$ cat config.mk
export PLATFORM = sky130hd
export DESIGN_NAME = rca_accum_ctrl_flat
export DESIGN_NICKNAME = d
export VERILOG_FILES = /design/src/rtl/rca_accum_ctrl_if.sv /design/src/rtl/rca_accum_ctrl.sv /design/src/flat_wrapper.sv
export SDC_FILE = /design/constraint.sdc
export NUM_CORES = 1
export LEC_CHECK = 0
export ABC_CLOCK_PERIOD_IN_PS = 1300
export CAP_MARGIN = 20
export CORE_ASPECT_RATIO = 1.4
export CORE_MARGIN = 2
export CORE_UTILIZATION = 45
export CTS_BUF_LIST = sky130_fd_sc_hd__clkbuf_4 sky130_fd_sc_hd__clkbuf_8
export DETAILED_ROUTE_END_ITERATION = 6
export DONT_BUFFER_PORTS = 1
export GPL_TIMING_DRIVEN = 0
export PLACE_DENSITY_LB_ADDON = 0.1
export SLEW_MARGIN = 20
export SYNTH_ARGS = -nofsm -noshare
export SYNTH_HDL_FRONTEND = slang
export SYNTH_SLANG_ARGS = --single-unit
export TNS_END_PERCENT = 5
$ cat constraint.sdc
create_clock -name clk -period 1.3 [get_ports clk]
set_clock_uncertainty 0.2 [all_clocks]
set_input_delay 0.065 -clock clk [delete_from_list [all_inputs] [get_ports clk]]
set_output_delay 0.065 -clock clk [all_outputs]
set_load 0.05 [all_outputs]
$ cat src/rtl/rca_accum_ctrl_if.sv
// Stream, adder and control signals of the frame accumulator.
// The slave modport is the accumulator; master is the environment (producer, consumer, external adder).
interface rca_accum_ctrl_if;
    logic        start;
    logic        clr;
    logic        in_valid;
    logic        in_ready;
    logic [15:0] in_data;
    logic [15:0] adder_a;
    logic [15:0] adder_b;
    logic [15:0] adder_sum;
    logic        adder_cout;
    logic        out_valid;
    logic        out_ready;
    logic [15:0] out_data;
    logic        out_ovf;
    logic        busy;

    modport master (
        output start, clr, in_valid, in_data, out_ready, adder_sum, adder_cout,
        input  in_ready, adder_a, adder_b, out_valid, out_data, out_ovf, busy
    );

    modport slave (
        input  start, clr, in_valid, in_data, out_ready, adder_sum, adder_cout,
        output in_ready, adder_a, adder_b, out_valid, out_data, out_ovf, busy
    );
endinterface

$ cat src/rtl/rca_accum_ctrl.sv
// Frame accumulator around an external 16-bit ripple-carry adder: sums N_OPS operands per frame.
// Optional ACC_SATURATE_EN: clamp the running total at 16'hFFFF on carry-out instead of wrapping.
module rca_accum_ctrl #(
    parameter int N_OPS = 4,
    parameter int CNT_W = $clog2(N_OPS) + 1
) (
    input logic               clk,
    input logic               reset,
    rca_accum_ctrl_if.slave   bus
);

    typedef enum logic [1:0] {
        IDLE  = 2'd0,
        ACCUM = 2'd1,
        HOLD  = 2'd2
    } state_t;

    localparam logic [CNT_W-1:0] LAST_CNT = CNT_W'(N_OPS - 1);

    state_t            state_q, state_d;
    logic [15:0]       acc_q, acc_d;
    logic [CNT_W-1:0]  cnt_q, cnt_d;
    logic              ovf_q, ovf_d;
    logic              in_ready_s;
    logic              accept_s;
    logic [15:0]       acc_next_s;

    // Accept qualification derived from the registered state only
    always_comb begin
        in_ready_s = (state_q == ACCUM);
        accept_s   = in_ready_s & bus.in_valid;
    end

    // Value loaded into the accumulator on an accepted operand
    always_comb begin
`ifdef ACC_SATURATE_EN
        if (bus.adder_cout || ((acc_q == 16'hFFFF) && ovf_q)) begin
            acc_next_s = 16'hFFFF;
        end else begin
            acc_next_s = bus.adder_sum;
        end
`else
        acc_next_s = bus.adder_sum;
`endif
    end

    // Next-state logic: clr aborts from any state, otherwise the frame FSM
    always_comb begin
        state_d = state_q;
        acc_d   = acc_q;
        cnt_d   = cnt_q;
        ovf_d   = ovf_q;
        if (bus.clr) begin
            state_d = IDLE;
            acc_d   = 16'h0000;
            cnt_d   = '0;
            ovf_d   = 1'b0;
        end else begin
            case (state_q)
                IDLE: begin
                    if (bus.start) begin
                        state_d = ACCUM;
                    end else begin
                        state_d = IDLE;
                    end
                end
                ACCUM: begin
                    if (accept_s) begin
                        acc_d = acc_next_s;
                        ovf_d = ovf_q | bus.adder_cout;
                        cnt_d = cnt_q + CNT_W'(1);
                        if (cnt_q == LAST_CNT) begin
                            state_d = HOLD;
                        end else begin
                            state_d = ACCUM;
                        end
                    end else begin
                        state_d = ACCUM;
                    end
                end
                HOLD: begin
                    if (bus.out_ready) begin
                        state_d = IDLE;
                        acc_d   = 16'h0000;
                        cnt_d   = '0;
                        ovf_d   = 1'b0;
                    end else begin
                        state_d = HOLD;
                    end
                end
                default: begin
                    state_d = IDLE;
                    acc_d   = 16'h0000;
                    cnt_d   = '0;
                    ovf_d   = 1'b0;
                end
            endcase
        end
    end

    // State and datapath registers with synchronous reset
    always_ff @(posedge clk) begin
        if (reset) begin
            state_q <= IDLE;
            acc_q   <= 16'h0000;
            cnt_q   <= '0;
            ovf_q   <= 1'b0;
        end else begin
            state_q <= state_d;
            acc_q   <= acc_d;
            cnt_q   <= cnt_d;
            ovf_q   <= ovf_d;
        end
    end

    // Operand is gated to zero so the adder sees no stray input outside ACCUM
    always_comb begin
        if (in_ready_s) begin
            bus.adder_b = bus.in_data;
        end else begin
            bus.adder_b = 16'h0000;
        end
    end

    assign bus.in_ready  = in_ready_s;
    assign bus.adder_a   = acc_q;
    assign bus.out_valid = (state_q == HOLD);
    assign bus.out_data  = acc_q;
    assign bus.out_ovf   = ovf_q;
    assign bus.busy      = (state_q != IDLE);

endmodule

$ cat src/flat_wrapper.sv
// flat-port wrapper written by rule: the top's interface ports become plain ports
module rca_accum_ctrl_flat 
#(
    parameter int N_OPS = 4,
    parameter int CNT_W = $clog2(N_OPS) + 1
)
  (clk, reset, bus_start, bus_clr, bus_in_valid, bus_in_data, bus_out_ready, bus_adder_sum, bus_adder_cout, bus_in_ready, bus_adder_a, bus_adder_b, bus_out_valid, bus_out_data, bus_out_ovf, bus_busy);
  rca_accum_ctrl_if bus_i ();
  input logic clk;
  input logic reset;
  input wire logic [$bits(bus_i.start)-1:0] bus_start;
  input wire logic [$bits(bus_i.clr)-1:0] bus_clr;
  input wire logic [$bits(bus_i.in_valid)-1:0] bus_in_valid;
  input wire logic [$bits(bus_i.in_data)-1:0] bus_in_data;
  input wire logic [$bits(bus_i.out_ready)-1:0] bus_out_ready;
  input wire logic [$bits(bus_i.adder_sum)-1:0] bus_adder_sum;
  input wire logic [$bits(bus_i.adder_cout)-1:0] bus_adder_cout;
  output wire logic [$bits(bus_i.in_ready)-1:0] bus_in_ready;
  output wire logic [$bits(bus_i.adder_a)-1:0] bus_adder_a;
  output wire logic [$bits(bus_i.adder_b)-1:0] bus_adder_b;
  output wire logic [$bits(bus_i.out_valid)-1:0] bus_out_valid;
  output wire logic [$bits(bus_i.out_data)-1:0] bus_out_data;
  output wire logic [$bits(bus_i.out_ovf)-1:0] bus_out_ovf;
  output wire logic [$bits(bus_i.busy)-1:0] bus_busy;
  assign bus_i.start = bus_start;
  assign bus_i.clr = bus_clr;
  assign bus_i.in_valid = bus_in_valid;
  assign bus_i.in_data = bus_in_data;
  assign bus_i.out_ready = bus_out_ready;
  assign bus_i.adder_sum = bus_adder_sum;
  assign bus_i.adder_cout = bus_adder_cout;
  assign bus_in_ready = bus_i.in_ready;
  assign bus_adder_a = bus_i.adder_a;
  assign bus_adder_b = bus_i.adder_b;
  assign bus_out_valid = bus_i.out_valid;
  assign bus_out_data = bus_i.out_data;
  assign bus_out_ovf = bus_i.out_ovf;
  assign bus_busy = bus_i.busy;
  rca_accum_ctrl #(.N_OPS(N_OPS), .CNT_W(CNT_W)) u_core (.clk(clk), .reset(reset), .bus(bus_i));
endmodule
== Yosys cells after proc, flatten, opt, wreduce, memory -nomap -nowiden ==
Cells that the tools add are included.
Word-level totals
  input bits: 39
  flip-flop bits (word level): 22
Cells by class
  eq/ne operators: 5
  bitwise logic cells: 3
  mux-type cells: 15
  reduce and logical (&&, ||, !) cells: 4
  add/subtract/negate cells: 1
Operators with widths (number)
  16-bit two-way mux: 3
  16-bit one-hot mux with 3 select lines: 1
  3-bit one-hot mux with 3 select lines: 1
  2-bit two-way mux: 3
  3-bit two-way mux: 2
  2-bit one-hot mux with 3 select lines: 1
  3-bit by 1-bit adder with 3-bit output, second input constant: 1
  3-bit by 2-bit == test with 1-bit output, second input constant: 1
  1-bit two-way mux: 3
  1-bit one-hot mux with 3 select lines: 1
  3-bit AND reduction: 1
  2-bit by 1-bit == test with 1-bit output, second input constant: 1
  2-bit == test, second input constant: 1
  2-bit logical NOT: 1
  2-bit by 1-bit != test with 1-bit output, second input constant: 1
  2-bit != test, second input constant: 1
  2-bit nonzero test: 1
  2-bit OR reduction: 1
  1-bit AND: 1
  1-bit inverter: 1
  1-bit bitwise OR: 1

== Depth between registers and ports, before layout ==
Gate-level depths: netlist of run 1.
  word-level depth: 4
  mapped depth: 6

== Least setup slack after synthesis of run 1 ==
OpenSTA, ideal clock, no wires.
  path kind: register to output
  start: register u_core.state_q[0]
  end: output port bus_adder_b[10]
  data arrival time: 1.511 ns
  cell stages (with the launch flop): 6
  setup slack: -0.476 ns
  path buffers: 3
  cells stage by stage: dfxtp_1 buf_4 nor2b_1 buf_2 buf_2 and2_1
On the way
  cells in the longest elaborated chain, start to end: 2
RTL lines
  from (decl): RTL line rca_accum_ctrl.sv:20  | state_t state_q, state_d;
  from (signal assigned): RTL line rca_accum_ctrl.sv:109  | state_q <= state_d;
  2-bit by 1-bit == test with 1-bit output: RTL line rca_accum_ctrl.sv:30  | in_ready_s = (state_q == ACCUM);
  net bus_in_ready: RTL line flat_wrapper.sv:18  | output wire logic [$bits(bus_i.in_ready)-1:0] bus_in_ready;
  16-bit two-way mux: RTL line rca_accum_ctrl.sv:118  | if (in_ready_s) begin
  to (decl): RTL line flat_wrapper.sv:20  | output wire logic [$bits(bus_i.adder_b)-1:0] bus_adder_b;
The timed path passes the listed nets, and every way through them passes these cells.

== Worst setup path in the final report of run 1 ==
  start: register u_core.state_q[1]
  end: output port bus_adder_b[10]
The elaborated chain is that of the path after synthesis.

==> results of run 1 <==
-- per-stage QoR --
| step | setup TNS [ns] | util | area [sq um] |
|---|---|---|---|
| 2_1_floorplan | -1.33 | - | 1260 |
| 3_3_place_gp | -3.39 | 0.504 | 1300 |
| 3_5_place_dp | -3.96 | 0.504 | 1300 |
| 4_1_cts | -10.13 | 0.656 | 1700 |
| 5_1_grt | -9.67 | 0.672 | 1740 |
| 6_report | -6.88 | 0.672 | 1740 |
-- layout make-up --
| class | instances | area [sq um] |
|---|---|---|
| inverters | 3 | 11.3 |
| plain buffers | 24 | 241 |
| well taps | 36 | 45.0 |
| flip-flops and latches | 22 | 507 |
| fillers | 224 | 850 |
| multi-input cells | 90 | 622 |
| clock buffers | 4 | 36.3 |
| repair buffers | 27 | 275 |
-- flip-flops by register name, summed over array words and instances, names as in the netlist --
register            cells
u_core.state_q          2
u_core.cnt_q            3
u_core.bus.out_ovf      1
u_core.bus.adder_a     16
-- critical path, stage by stage (launching register included) --
cell and delay [ns]:
dfxtp_4 0.37, nor2b_1 0.10, buf_4 0.17, buf_12 0.16, and2_4 0.24
-- where the power goes --
group          switching, W  total [W]  internal [W]
Combinational      0.000169   0.000291      0.000122
Sequential        0.0000218   0.000671      0.000649
Clock              0.000200   0.000371      0.000171
Total              0.000390    0.00133      0.000942
-- per-layer routing --
| metal | vias up | part of all wire | track usage |
|---|---|---|---|
| met1 | 471 | 0.35 | 0.185 |
| met4 | 0 | 0.012 | 0.0608 |
| met5 | - | 0 | 0 |
| met2 | 66 | 0.55 | 0.367 |
| li1 | 511 | - | - |
| met3 | 4 | 0.082 | 0.0412 |
-- timing repair --
action / 4_1_cts / 5_1_grt
hold endpoints to repair: 21 / 0
pin swaps: 11 / 10
gates cloned: 1 / 0
resized for setup: 48 / 13
buffers inserted: 4 / 1
setup endpoints to repair: 56 / 49
hold buffers: 21 / 0
-- placed cells by master (no fill, tap or decap), types with 2 or more instances in the layout --
master	instances
a211oi_1	2
a21oi_1	6
a21oi_2	12
and2_4	16
buf_12	2
buf_4	14
buf_6	10
clkbuf_4	3
clkbuf_8	2
dfxtp_1	3
dfxtp_2	2
dfxtp_4	17
dlygate4sd3_1	21
inv_1	2
nand2_1	9
nand2_2	10
nor2_1	3
o21ai_0	17
-- cells by family (layout without fill, tap and decap cells) --
kind of cell,Yosys count,count (layout),share of synthesized area
AND/OR/NAND/NOR,45,45,0.215
AO/OA/AOI/OAI,42,42,0.226
buffers and inverters,28,58,0.164
flip-flops,22,22,0.366
adder cells (fa/ha/maj),2,2,0.0208
XOR/XNOR,1,1,0.00729
-- worst max-delay path by stage --
stage                       from                endpoint  slack [ns]  cells past startpoint
2_1_floorplan  u_core.state_q[0]         bus_adder_b[10]        -0.1                      5
3_3_place_gp   u_core.state_q[0]  u_core.bus.adder_a[14]       -0.17                      5
3_5_place_dp   u_core.state_q[0]   u_core.bus.adder_a[5]       -0.20                      5
4_1_cts        u_core.state_q[0]         bus_adder_b[10]       -0.41                      5
5_1_grt        u_core.state_q[1]         bus_adder_b[10]       -0.39                      4
6_report       u_core.state_q[1]         bus_adder_b[10]       -0.32                      4
==> flow_summary.json, run 1 <==
{
  "outcome": "finished with violations",
  "violations": "negative setup slack",
  "synth_area_leaders": "dfxtp_1 (37%), buf_4 (11%), and2_1 (8.3%)",
  "start_util": 0.465,
  "synth.distinct_cells": 30,
  "holdPathStages": 4,
  "dp_cells": 176,
  "io_pins": 91,
  "synth-edff-count": 0,
  "whs_ns": 0.0122,
  "fmax_mhz": 619,
  "die_y_um": 65.2,
  "pre_cts_ws_ns": -0.202,
  "post-route-period-util": 1.24,
  "cts_tree": "yes",
  "die_area_sq_um": 3110,
  "die_w_um": 47.7,
  "first_pass_iters": 4,
  "route.detailed.drc": 0,
  "power_w": 0.00133,
  "synth_top_area_cell": "dfxtp_1",
  "hold_viol_final": 0,
  "yosysSeqAreaShare": 0.366,
  "overflow": 0,
  "wire_per_inst_um": 13.7,
  "initialDrtViolationCount": 16,
  "worst_slack_ns": -0.316,
  "htree_levels": 1,
  "cap_violations": 0,
  "vias": 1052,
  "rr_endpoint": "u_core.bus.adder_a[14]",
  "hold_class": "primary input to flop",
  "ir_drop_v": 0.000653,
  "clockRootBuffer": "clkbuf_4",
  "postSynthCellCount": 140,
  "row_count": 22,
  "numClockSinks": 22,
  "grt_max_degree": 13,
  "worstSetupStartpointType": "flop",
  "reg2reg_depth": 6,
  "netlist_area_sq_um": 1200,
  "critPathKind": "flop to output pin",
  "synth_most_common_cell": "dfxtp_1",
  "io_buffers": 0,
  "grt_pass1_wl_um": 4330,
  "async_reset_ff_frac": 0,
  "grt_setup_unrepaired": "true",
  "synth_flop_cell": "dfxtp_1",
  "power_leakage_nw": 0.649,
  "synth-seq-cells": 22,
  "clock_latency_ns": 0.30,
  "path_clk_slew_ns": 0.12,
  "synth_common_cells": "dfxtp_1 (22), buf_4 (17), o21ai_0 (17)",
  "hp-start": "bus_in_valid",
  "reg2reg_slack_ns": -0.17,
  "cp.arrival_ns": 1.35,
  "layout_min_cycle_time_ns": 1.62,
  "via_per_inst": 5.11,
  "antenna_found_initial": 0,
  "worst-path-max-fanout": 6,
  "core_area_sq_um": 2590,
  "cts.path.max_buffers": 2,
  "nets": 212,
  "maxSlewHeadroom": 0.592,
  "track_usage": 0.191,
  "tightestPinTransition_ns": 0.612,
  "rr_startpoint": "u_core.state_q[1]",
  "layout-drive-gt1-share": 0.559,
  "ant_nets": 0,
  "stdcell_count": 206,
  "finalSetupViolCount": 40,
  "synth_area_per_cell_sq_um": 8.59,
  "synth_top_area_frac": 0.366,
  "cts-buffers-inserted": 3,
  "gp_congestion": 0.730,
  "syn-num-nets": 181,
  "report.final.slew_viol_count": 0,
  "required_ns": 1.03,
  "power_density_nw_per_um2": 766,
  "totalWireLength_um": 2830,
  "place_hpwl_um": 1980,
  "whs_endpoint": "u_core.bus.adder_a[9]",
  "diodes": 0,
  "yosysWarningCount": 0,
  "grt_pass1_vias": 1037,
  "area_delta_synth_final_pct": 44.5,
  "end_kind": "output pin"
}
No activity file was read; power rests on OpenSTA's default activity.
==> run 2, diff against run 1 <==
CTS_BUF_LIST = sky130_fd_sc_hd__clkbuf_16   (was sky130_fd_sc_hd__clkbuf_4 sky130_fd_sc_hd__clkbuf_8)
CTS_CLUSTER_SIZE = 25   (was default)
REMOVE_ABC_BUFFERS = 1   (was default)
==> run 2 against run 1 <==
The run still ends with negative setup slack left; worst setup slack improved by 0.15 ns; sequential power increased by 7.2%; non-clock buffer count decreased by 19; critical path type unchanged; flip-flop and latch count unchanged; largest power group unchanged; critical endpoint unchanged; combinational power decreased by 6%; core utilization decreased by 5.7 points; count of clock-buffer cells in the layout decreased by 1; worst hold slack improved by 0.068 ns; cell count decreased by 9.7%; global-route usage decreased by 0.58 points; final area decreased by 8.4%; clock power increased by 71%.
==> flow_summary.json, run 2 (synthesis gave the netlist of run 1 again) <==
{
  "outcome": "finished with violations",
  "violations": "negative setup slack",
  "htree_levels": 1,
  "start_util": 0.465,
  "finalSetupTns_ns": -3.33,
  "track_usage": 0.185,
  "vias": 987,
  "layout_min_cycle_time_ns": 1.47,
  "cp.arrival_ns": 1.20,
  "via_per_inst": 5.31,
  "core_area_sq_um": 2590,
  "power_density_nw_per_um2": 1020,
  "ant_nets": 0,
  "hold_viol_final": 0,
  "gp_congestion": 0.641,
  "grt_pass1_wl_um": 4200,
  "clock_latency_ns": 0.25,
  "worstSetupStartpointType": "flop",
  "cts.path.max_buffers": 2,
  "required_ns": 1.03,
  "multi_input_area_sq_um": 631,
  "maxSlewHeadroom": 0.606,
  "numClockSinks": 22,
  "place_hpwl_um": 1640,
  "diodes": 0,
  "overflow": 0,
  "seq_area_sq_um": 468,
  "grt_setup_unrepaired": "true",
  "clockRootBuffer": "clkbuf_16",
  "cts_tree": "yes",
  "die_y_um": 65.2,
  "largest_reg_flops": 16,
  "cts-buffers-inserted": 3,
  "hold_class": "primary input to flop",
  "antenna_found_initial": 0,
  "wire_per_inst_um": 15.2,
  "io_buffers": 0,
  "grt_max_degree": 19,
  "route.detailed.drc": 0,
  "hp-start": "bus_in_valid",
  "worst-path-max-fanout": 16,
  "grt_pass1_vias": 958,
  "finalSetupViolCount": 37,
  "power_w": 0.00163,
  "worst_slack_ns": -0.170,
  "critPathKind": "flop to output pin",
  "first_pass_iters": 3,
  "die_area_sq_um": 3110,
  "post-route-period-util": 1.13,
  "io_pins": 91,
  "layout-drive-gt1-share": 0.520,
  "cp-startpoint": "u_core.state_q[0]",
  "report.final.slew_viol_count": 0,
  "reg2reg_slack_ns": -0.05,
  "path_clk_slew_ns": 0.06,
  "tightestPinTransition_ns": 0.591,
  "power_leakage_nw": 0.576,
  "end_kind": "output pin",
  "die_w_um": 47.7,
  "area_delta_synth_final_pct": 32.4,
  "totalWireLength_um": 2830,
  "row_count": 22,
  "cap_violations": 0,
  "initialDrtViolationCount": 9,
  "nets": 193,
  "final_common_cell": "dlygate4sd3_1",
  "most-common-layout-cells": "dlygate4sd3_1 (19), and2_4 (16), dfxtp_2 (16)",
  "rr_startpoint": "u_core.state_q[0]",
  "ir_drop_v": 0.000816,
  "fillerInstances": 217,
  "fmax_mhz": 680
}
## run 2: cell types whose count changed in the layout (fill, tap and decap cells not counted), moves of 3 or more
| cell | before | now |
|---|---|---|
| clkbuf_16 | 0 | 3 |
| o21ai_0 | 17 | 8 |
| o21ai_1 | 1 | 10 |
| dfxtp_4 | 17 | 2 |
| dfxtp_2 | 2 | 16 |
| buf_4 | 14 | 5 |
| clkbuf_4 | 3 | 0 |
| buf_6 | 10 | 1 |
## run 2: cell type report
cell class | count | area share
inverters | 3 | 0.00708
clock buffers | 3 | 0.0472
flip-flops and latches | 22 | 0.294
well taps | 36 | 0.0283
multi-input cells | 90 | 0.396
repair buffers | 32 | 0.227
## run 2: final timing paths
| check | to | cells past startpoint |
|---|---|---|
| setup reg to reg | u_core.bus.adder_a[12] | 5 |
| hold / removal | u_core.bus.adder_a[1] | 4 |
| setup / recovery | bus_adder_b[10] | 3 |
| hold reg to reg | u_core.cnt_q[1] | 2 |
## run 2: metal layers
layer	track usage	routed length [um]
met4	0.0507	24
met1	0.190	1040
met5	0	0
met2	0.337	1540
met3	0.0604	220
## run 2: worst max-delay path, stage by stage, from the launching register on
cell     delay, ns
dfxtp_4       0.39
nor2b_4       0.19
buf_12        0.14
and2_4        0.24
## run 2: through the flow
step            util  cell area [sq um]  worst slack (ns)  hold WS [ns]  cells
2_1_floorplan      -               1020             -1.18      -0.00125    115
3_3_place_gp   0.410               1060             -1.35      0.000101    151
3_5_place_dp   0.421               1090            -0.658       0.00355    153
4_1_cts        0.580               1500            -0.166        0.0587    181
5_1_grt        0.615               1590            -0.218        0.0839    186
6_report       0.615               1590            -0.170        0.0805    186
## run 2: timing repair
| item | 4_1_cts | 5_1_grt |
|---|---|---|
| endpoints found under the hold margin | 22 | 0 |
| setup endpoints to repair | 72 | 39 |
| pin swaps | 15 | 12 |
| hold buffers | 20 | 0 |
| gates resized for setup | 58 | 14 |
| setup buffers | 6 | 5 |
## run 2: where the power goes
part           internal, W  switching (W)  total, W
Combinational     0.000120       0.000153  0.000273
Sequential        0.000679      0.0000404  0.000719
Clock             0.000406       0.000230  0.000636
==> run 3, diff against run 2 <==
CORE_ASPECT_RATIO = default   (was 1.4)
==> run 3 against run 2 <==
The run ends with negative hold slack, negative setup slack left; worst hold slack lost 0.089 ns; sequential share of layout area shrank 0.68 points; flip-flop and latch count is the same; combinational power grew 5%; routed wire length grew 4.5%; worst setup slack lost 0.063 ns; critical path depth is the same; via count shrank 3.1%; maximum frequency shrank 4.1%; core utilization grew 3.7 points; register-to-register slack lost 0.15 ns; cell count shrank 1.6%; critical path type unchanged; largest power group unchanged; highest routed layer unchanged.
==> flow_summary.json, run 3 (synthesis gave the netlist of run 1 again) <==
{
  "die_w_um": 55.7,
  "htree_levels": 1,
  "fin_area_sq_um": 1630,
  "post-route-period-util": 1.18,
  "grt_setup_unrepaired": "true",
  "violations": "negative hold slack, negative setup slack",
  "path_buf_inv": 1,
  "crit_family": "simple AND/OR/NAND/NOR gates",
  "grt_pass1_wl_um": 4750,
  "route.detailed.drc": 0,
  "area_delta_synth_final_pct": 35.5,
  "diodes": 0,
  "hold_class": "primary input to flop",
  "initialDrtViolationCount": 23,
  "nets": 195,
  "fmax_mhz": 652,
  "ant_nets": 0,
  "layout-drive-gt1-share": 0.523,
  "vias": 956,
  "cp.arrival_ns": 1.27,
  "track_usage": 0.195,
  "place_hpwl_um": 1720,
  "critPathSlowestCell": "dfxtp_4",
  "multi_input_area_sq_um": 633,
  "reg2reg_slack_ns": -0.20,
  "clockRootBuffer": "clkbuf_16",
  "antenna_found_initial": 0,
  "placed_area_sq_um": 1090,
  "required_ns": 1.03,
  "most-common-layout-cells": "dlygate4sd3_1 (20), and2_4 (16), dfxtp_2 (16)",
  "seq_area_sq_um": 468,
  "final_common_cell": "dlygate4sd3_1",
  "wire_per_inst_um": 16.1,
  "grt_max_degree": 19,
  "whs_ns": -0.00862,
  "path_cells": "nor2b_4 -> buf_12 -> and2_4",
  "cts.path.max_buffers": 2,
  "via_per_inst": 5.22,
  "numClockSinks": 22,
  "tightestPinTransition_ns": 0.534,
  "report.final.slew_viol_count": 0,
  "cts_tree": "yes",
  "row_count": 18,
  "fillerInstances": 206,
  "cts-buffers-inserted": 3,
  "cp_slowest_stage_delay_ns": 0.34,
  "critPathKind": "flop to output pin",
  "seqPwrFrac": 0.435,
  "worst-path-max-fanout": 8,
  "gp_congestion": 0.761,
  "clkPwrFrac": 0.392,
  "hold_viol_final": 1,
  "largest_reg_flops": 16,
  "die_area_sq_um": 3100,
  "ir_drop_v": 0.000697,
  "finalSetupViolCount": 39,
  "maxSlewHeadroom": 0.644,
  "path_clk_slew_ns": 0.06,
  "worstSetupStartpointType": "flop",
  "totalWireLength_um": 2950,
  "die_y_um": 55.7,
  "clock_latency_ns": 0.25,
  "io_pins": 91,
  "power_density_nw_per_um2": 1010,
  "overflow": 0,
  "finalSetupTns_ns": -4.82,
  "power_w": 0.00165,
  "first_pass_iters": 4,
  "cap_violations": 0,
  "p_comb_frac": 0.174,
  "outcome": "finished with violations",
  "worst_slack_ns": -0.233,
  "end_kind": "output pin",
  "core_area_sq_um": 2500,
  "io_buffers": 0,
  "netSwitchingFraction": 0.262,
  "p_int_w": 0.00122,
  "start_util": 0.481,
  "p_switching_w": 0.000432,
  "grt_pass1_vias": 987,
  "power_leakage_nw": 0.596,
  "layout_min_cycle_time_ns": 1.53
}
run 3: cell count changes in the layout (fill, tap and decap cells not counted), moves of 2 or more:
cell     previous run  this run
o21ai_0             8        10
a21oi_1             6         8
buf_8               2         0
o21ai_1            10         8
buf_16              0         2
buf_4               5         7
a21oi_2            12        10
run 3: power groups by stage:
stage,Clock [W],Combinational (W),Sequential [W]
2_1_floorplan,0,0.000129,0.000735
3_3_place_gp,0,0.000145,0.000737
3_5_place_dp,0,0.000161,0.000737
6_report,0.000646,0.000286,0.000717
4_1_cts,0.000653,0.000262,0.000717
5_1_grt,0.000703,0.000303,0.000717
run 3: per-stage QoR:
stage | utilization | setup WS, ns | cells
final | 0.652 | -0.233 | 183
after global routing | 0.652 | -0.270 | 183
after CTS | 0.621 | -0.233 | 179
after detailed placement | 0.438 | -0.626 | 147
after global placement | 0.421 | -1.37 | 145
after floorplan | - | -1.18 | 115
run 3: per-layer routing:
| layer | up-vias | GRT usage | part of all wire | routed length, um |
|---|---|---|---|---|
| li1 | 474 | - | - | - |
| met4 | 0 | 0.0767 | 0.014 | 42 |
| met5 | - | 0 | 0 | 0 |
| met3 | 4 | 0.0535 | 0.068 | 202 |
| met2 | 44 | 0.354 | 0.54 | 1590 |
| met1 | 434 | 0.213 | 0.38 | 1120 |
run 3: repair_timing:
| action | CTS | global route |
|---|---|---|
| hold buffers | 21 | 0 |
| pin swaps | 18 | 3 |
| resized for setup | 63 | 9 |
| setup buffers | 6 | 4 |
| gates cloned | 1 | 0 |
| setup endpoints to repair | 72 | 41 |
| endpoints found under the hold margin | 22 | 0 |
run 3: cell type report:
cell class,count,area share
well taps,30,0.0230
flip-flops and latches,22,0.287
inverters,3,0.00691
repair buffers,34,0.246
clock buffers,3,0.0461
clock inverters,1,0.00230
multi-input cells,90,0.389
run 3: final timing paths:
check | start | to | cells after the start
worst min-delay path | bus_clr | u_core.bus.adder_a[0] | 2
worst min register to register | u_core.cnt_q[2] | u_core.cnt_q[2] | 2
worst max-delay path | u_core.state_q[0] | bus_adder_b[6] | 3
worst max register to register | u_core.state_q[0] | u_core.cnt_q[0] | 4
